<file path="src/rtl/skid_reg_slice.sv">
// Two-entry (main + skid) valid/ready register slice: in_ready and all out_*
// come straight from flops, and completed output handshakes are counted.
`timescale 1ns/1ps
module skid_reg_slice #(
  parameter int WIDTH = 8,
  parameter int CNT_W = 16
) (
  input  logic             clk,
  input  logic             rst,
  input  logic             in_valid,
  output logic             in_ready,
  input  logic [WIDTH-1:0] in_data,
  output logic             out_valid,
  input  logic             out_ready,
  output logic [WIDTH-1:0] out_data,
  output logic [CNT_W-1:0] beat_count
);

  typedef enum logic [1:0] {EMPTY, ONE, FULL} state_t;

  state_t           state_reg;
  logic [WIDTH-1:0] skid_reg;
  logic             in_fire;
  logic             out_fire;

  assign in_fire  = in_valid & in_ready;
  assign out_fire = out_valid & out_ready;

  // out_data is the main entry itself; skid only fills when main is stalled.
  always_ff @(posedge clk or posedge rst) begin
    if (rst) begin
      state_reg  <= EMPTY;
      out_valid  <= 1'b0;
      in_ready   <= 1'b1;
      out_data   <= '0;
      skid_reg   <= '0;
      beat_count <= '0;
    end else begin
      if (out_fire)
        beat_count <= beat_count + CNT_W'(1);

      case (state_reg)
        EMPTY: begin
          if (in_fire) begin
            state_reg <= ONE;
            out_valid <= 1'b1;
            in_ready  <= 1'b1;
            out_data  <= in_data;
          end
        end
        ONE: begin
          if (in_fire && out_fire) begin
            out_data <= in_data;
          end else if (in_fire) begin
            state_reg <= FULL;
            skid_reg  <= in_data;
            in_ready  <= 1'b0;
          end else if (out_fire) begin
            state_reg <= EMPTY;
            out_valid <= 1'b0;
          end
        end
        FULL: begin
          // in_ready is low here, so only the drain side can move.
          if (out_fire) begin
            state_reg <= ONE;
            out_data  <= skid_reg;
            in_ready  <= 1'b1;
          end
        end
        default: begin
          state_reg <= EMPTY;
          out_valid <= 1'b0;
          in_ready  <= 1'b1;
        end
      endcase
    end
  end

endmodule

</file>
<file path="config.mk">
export PLATFORM = sky130hd
export DESIGN_NAME = skid_reg_slice
export DESIGN_NICKNAME = d
export VERILOG_FILES = /design/src/rtl/skid_reg_slice.sv
export SDC_FILE = /design/constraint.sdc
export NUM_CORES = 1
export LEC_CHECK = 0
export BUFFER_PORTS_ARGS = -buffer_cell sky130_fd_sc_hd__buf_2
export CAP_MARGIN = 15
export CORE_MARGIN = 2
export CORE_UTILIZATION = 52
export CTS_CLUSTER_DIAMETER = 200
export DETAILED_ROUTE_END_ITERATION = 8
export PLACE_DENSITY = 0.81
export SLEW_MARGIN = 30
export SYNTH_ARGS = -nofsm -noshare
export SYNTH_HDL_FRONTEND = slang
export SYNTH_SLANG_ARGS = --single-unit
</file>
<file path="constraint.sdc">
create_clock -name clk -period 1.8 [get_ports clk]
set_input_delay 0.18 -clock clk [delete_from_list [all_inputs] [get_ports clk]]
set_output_delay 0.18 -clock clk [all_outputs]
set_load 0.02 [all_outputs]
</file>
---- Word-level counts from Yosys, hierarchy flattened ----
Index checks and enable logic that the tools add are counted.
Widths: inputs -> output; s select.
word-level totals
  word-level logic and storage cells ...... 48
  flip-flop bits (word level) ............. 36
  bits of input ports ..................... 12
operators by class
  bitwise gates (word level) .............. 4
  reductions and logical operators ........ 8
  equal/unequal tests ..................... 10
  $add $sub $neg .......................... 1
  multiplexer cells ....................... 19
operators with widths
  cell                   count
  $mux 8                 3
  $pmux 8 s3             1
  $add 16x1->16 const B  1
  $ne 2x2->1 const B     7
  $reduce_and 4->1       3
  $mux 2                 5
  $mux 1                 7
  $pmux 1 s3             2
  $pmux 2 s3             1
  $reduce_and 5->1       1
  $ne 3x3->1 const B     1
  $reduce_and 3->1       1
  $reduce_bool 3->1      1
  $and 1x1->1            2
  $eq 2x1->1 const B     1
  $eq 2x2->1 const B     1
  $logic_not 2->1        1
  $not 1->1              2
  $logic_and 1x1->1      1

---- Longest topological paths before layout ----
  word-level depth ........................ 5
  depth in mapped cells ................... 5
  mapped depth without buffers ............ 5

---- Worst setup path after synthesis ----
OpenSTA, ideal clock, no wires.
  kind .................................... reg2reg
  start point ............................. register out_valid
  end point ............................... register beat_count[15]
  data required time ...................... 1.721 ns
  path buffers ............................ 0
  path slack .............................. 0.207 ns
  arrival ................................. 1.514 ns
  clock period less this slack ............ 1.593 ns
  setup time .............................. 0.079 ns
  cell stages (with the launch flop) ...... 5
  cell sequence ........................... dfrtp_1 -> nand4_1 -> or4_4 -> nor3_2 -> xor2_1
between the ends
  longest elaborated chain between the ends .. 1
RTL lines
  element                   RTL line  RTL
  start: declaration        13        output logic out_valid,
  start signal: assignment  33        out_valid <= 1'b0;
  start signal: assignment  46        out_valid <= 1'b1;
  start signal: assignment  60        out_valid <= 1'b0;
  $and 1x1->1               27        assign out_fire = out_valid & out_ready;
  end signal: assignment    40        beat_count <= beat_count + CNT_W'(1);
  end: declaration          16        output logic [CNT_W-1:0] beat_count
No other way between the ends.
A chain may end at the register's enable or synchronous reset.

---- Final worst setup path ----
  start point ............................. register out_valid
  end point ............................... register skid_reg[5]
between the ends
  longest elaborated chain between the ends .. 4
RTL lines
  element                            RTL line  RTL
  $and 1x1->1                        27
  $logic_and 1x1->1                  52        if (in_fire && out_fire) begin
  $not 1->1 (no source line)         -
  $reduce_and 3->1 (no source line)  -
  end signal: assignment             56        skid_reg <= in_data;
  end: declaration                   22        logic [WIDTH-1:0] skid_reg;
No other way between the ends.

==> flow_summary.toml <==
[sta]
fin_crit_ns = 1.64
fin_worst_skew_ns = 0.00837
rsz0062_at_grt = "false"
fin_crit_sh_pct = 91.3
fmax_ghz = 0.609
slew_violations = 0
fin_ws_ns = 0.157
slew_headroom_pct = 62.8
tightestPinTransition_ns = 0.557
tns_ns = 0
hold_ws_ns = 0.0748
hold_violations = 0
setup_viol = 0

[critical_path]
crit_path_max_fanout = 9
worstRegToRegCells = 4
worstReg2RegStart = "out_valid$_DFFE_PP0P_"
critical_path.top_delay_family = "flip-flops"
crit_path_end_kind = "flop"
cp_cell_sequence = "a21boi_2, and3b_1, nand2_1, mux2_2"
r2r-end = "skid_reg[5]$_DFFE_PP0P_"
slowest_delay_ns = 0.47
crit_buf_inv = 0
r2r_setup_slack_ns = 0.16
arrival_ns = 1.87
cpMaxStageDelayCell = "dfrtp_1"
cp-start-kind = "flop"
crit_required_ns = 2.03
path_class = "flop to flop"

[route]
drt_iter0_drc = 56
final_antenna_net_count = 0
wl_per_cell_microns = 13.6
viasPerCell = 5.43
first_pass_iters = 6
vias = 1200
wl_microns = 3000
drcViolationCount = 3

[grt]
grt_pass1_wl_microns = 5170
gr-total-overflow = 0
grt_use_total_pct = 20.1
antenna_found_initial = 0
grt_max_degree = 37
first_global_vias = 1211

[layout]
nFillCells = 222
area.growth.synth_to_final_pct = 19.7
drive_above_1_share_pct = 33.2
final_common_cell = "buf_2"
largest_reg_flops = 16
antenna-diode-count = 0
mostFrequentLayoutCells = "37 x buf_2, 35 x dfrtp_1, 23 x nand2_1"
final_net_count = 203

[place]
dp_hpwl_microns = 2180
place_ws_ns = 0.181
place.port_buffers = 37
gp_congestion = 0.779

[die]
fp-row-count = 19
io_pins = 38
floorplan.initialDensity_pct = 56.0
die-area_sq_mm = 0.00348
core-area_sq_mm = 0.00281
die_h_microns = 59.0
die_w_microns = 59.0

[yosys]
yosys_warnings = 0
synthFlopType = "dfrtp_1"
synth_cells = 145
syn_area_per_cell_sq_um = 10.8
async_flop_share_pct = 100
synth.distinct_cells = 28
synth-edff-count = 0
ys_seq_area_share_pct = 57.5
synth_seq_cells = 36
synth_nets = 158
synth_area_sq_mm = 0.00157

[clock_tree]
h-tree-depth = 2
clock_latency_ns = 0.34
post_cts.repair.setup_buffers = 0
cts_buffers = 5
cts_hold_buf = 1
cts_tree = "built"
cts_root_buf = "clkbuf_4"
cts_sinks = 36
clk_pin_slew_worst_paths_ns = 0.11
clk_path_buf_depth = 2
cts.repair.resized = 0

[power_and_ir_drop]
internal-power_mw = 1.72
switching_share_pct = 37.8
seqPwrFrac_pct = 47.8
switchingPower_mw = 1.05
comb_power_share_pct = 34.8
ir_drop_uv = 775
clockPowerShare_pct = 17.4
p_leak_nw = 0.928
p_per_area_mw_per_mm2 = 1470

[min_path]
hold_end = "skid_reg[6]$_DFFE_PP0P_"
worstHoldStart = "in_data[6]"
min_path_cells = 2
hold_class = "primary input to flop"

[job]
cap_violations = 0

[status]
outcome = "finished with violations"
failed_checks = "design-rule violations"
worst reg2reg max path, delay by kind of cell, from the launching register on:
| family | cells | cell delay, ns |
|---|---|---|
| flops | 1 | 0.47 |
| simple gates | 2 | 0.46 |
| mux | 1 | 0.35 |
| compound gates | 1 | 0.26 |
worst max-delay path by stage:
stage / startpoint / to / slack [ns] / depth (start not counted)
final: out_valid$_DFFE_PP0P_ / skid_reg[5]$_DFFE_PP0P_ / 0.16 / 4
after CTS: out_valid$_DFFE_PP0P_ / skid_reg[5]$_DFFE_PP0P_ / 0.17 / 4
after detailed placement: state_reg[0]$_DFFE_PP0P_ / skid_reg[5]$_DFFE_PP0P_ / 0.18 / 4
after global routing: out_valid$_DFFE_PP0P_ / beat_count[15]$_DFFE_PP0P_ / 0.07 / 4
after global placement: out_valid$_DFFE_PP0P_ / beat_count[15]$_DFFE_PP0P_ / 0.23 / 4
after floorplan: out_valid$_DFFE_PP0P_ / beat_count[15]$_DFFE_PP0P_ / 0.21 / 4
power groups by stage:
stage | registers (mW) | clock network [mW] | logic (mW)
2_1_floorplan | 1.52 | 0 | 0.447
3_3_place_gp | 1.32 | 0 | 0.932
3_5_place_dp | 1.34 | 0 | 0.972
4_1_cts | 1.33 | 0.491 | 0.979
5_1_grt | 1.37 | 0.532 | 1.06
6_report | 1.33 | 0.481 | 0.965
cell families (layout without fill, tap and decap cells):
logic type,count (synthesis),count (layout),share of synthesized area [%]
DFF,36,36,57.5
AOI/OAI and AO/OA,17,17,7.33
buffers and inverters,11,56,2.71
xor gates and xnor gates,16,16,8.92
and+or+nand+nor,55,55,16.3
adders and majority gates,1,1,0.797
muxes,9,9,6.45
stage by stage:
stage	util, %	power, mW	std cells	cell area (sq um)
after floorplan	-	1.97	145	1570
after global placement	64.3	2.25	213	1800
final	67.0	2.77	221	1880
after global routing	67.0	2.96	221	1880
after detailed placement	64.3	2.31	213	1800
after CTS	67.0	2.80	221	1880
final cells by class:
| type | instances | area, sq um | area share, % |
|---|---|---|---|
| Clock buffer | 7 | 65.1 | 3.46 |
| Inverter | 8 | 30.0 | 1.60 |
| Multi-Input combinational cell | 98 | 626 | 33.3 |
| Sequential cell | 36 | 902 | 48.0 |
| Tap cell | 31 | 38.8 | 2.06 |
| Timing Repair Buffer | 41 | 218 | 11.6 |
synthesized netlist by cell type, types with 2 or more instances:
cell type / instances / share of area, %
a21oi_1: 3 / 0.96
a31oi_1: 8 / 3.2
dfrtp_1: 35 / 56
inv_1: 8 / 1.9
mux2_2: 9 / 6.5
nand2_1: 23 / 5.5
nand3_1: 2 / 0.64
nand4_1: 4 / 1.6
nor2_1: 17 / 4.1
o21ai_0: 2 / 0.64
o22ai_1: 2 / 0.80
or2_2: 2 / 0.80
xnor2_1: 9 / 5.0
xor2_1: 7 / 3.9
routing by layer:
| metal | share of wire (%) | up-vias | wire (microns) | global-route usage (%) |
|---|---|---|---|---|
| met3 | 3.7 | 9 | 110 | 4.62 |
| met1 | 43 | 588 | 1290 | 23.5 |
| met2 | 50 | 24 | 1510 | 34.1 |
| li1 | - | 579 | - | - |
| met5 | 0 | - | 0 | 0 |
| met4 | 3.0 | 0 | 90 | 11.0 |
Note: power is estimated with default switching activity, not from simulation.
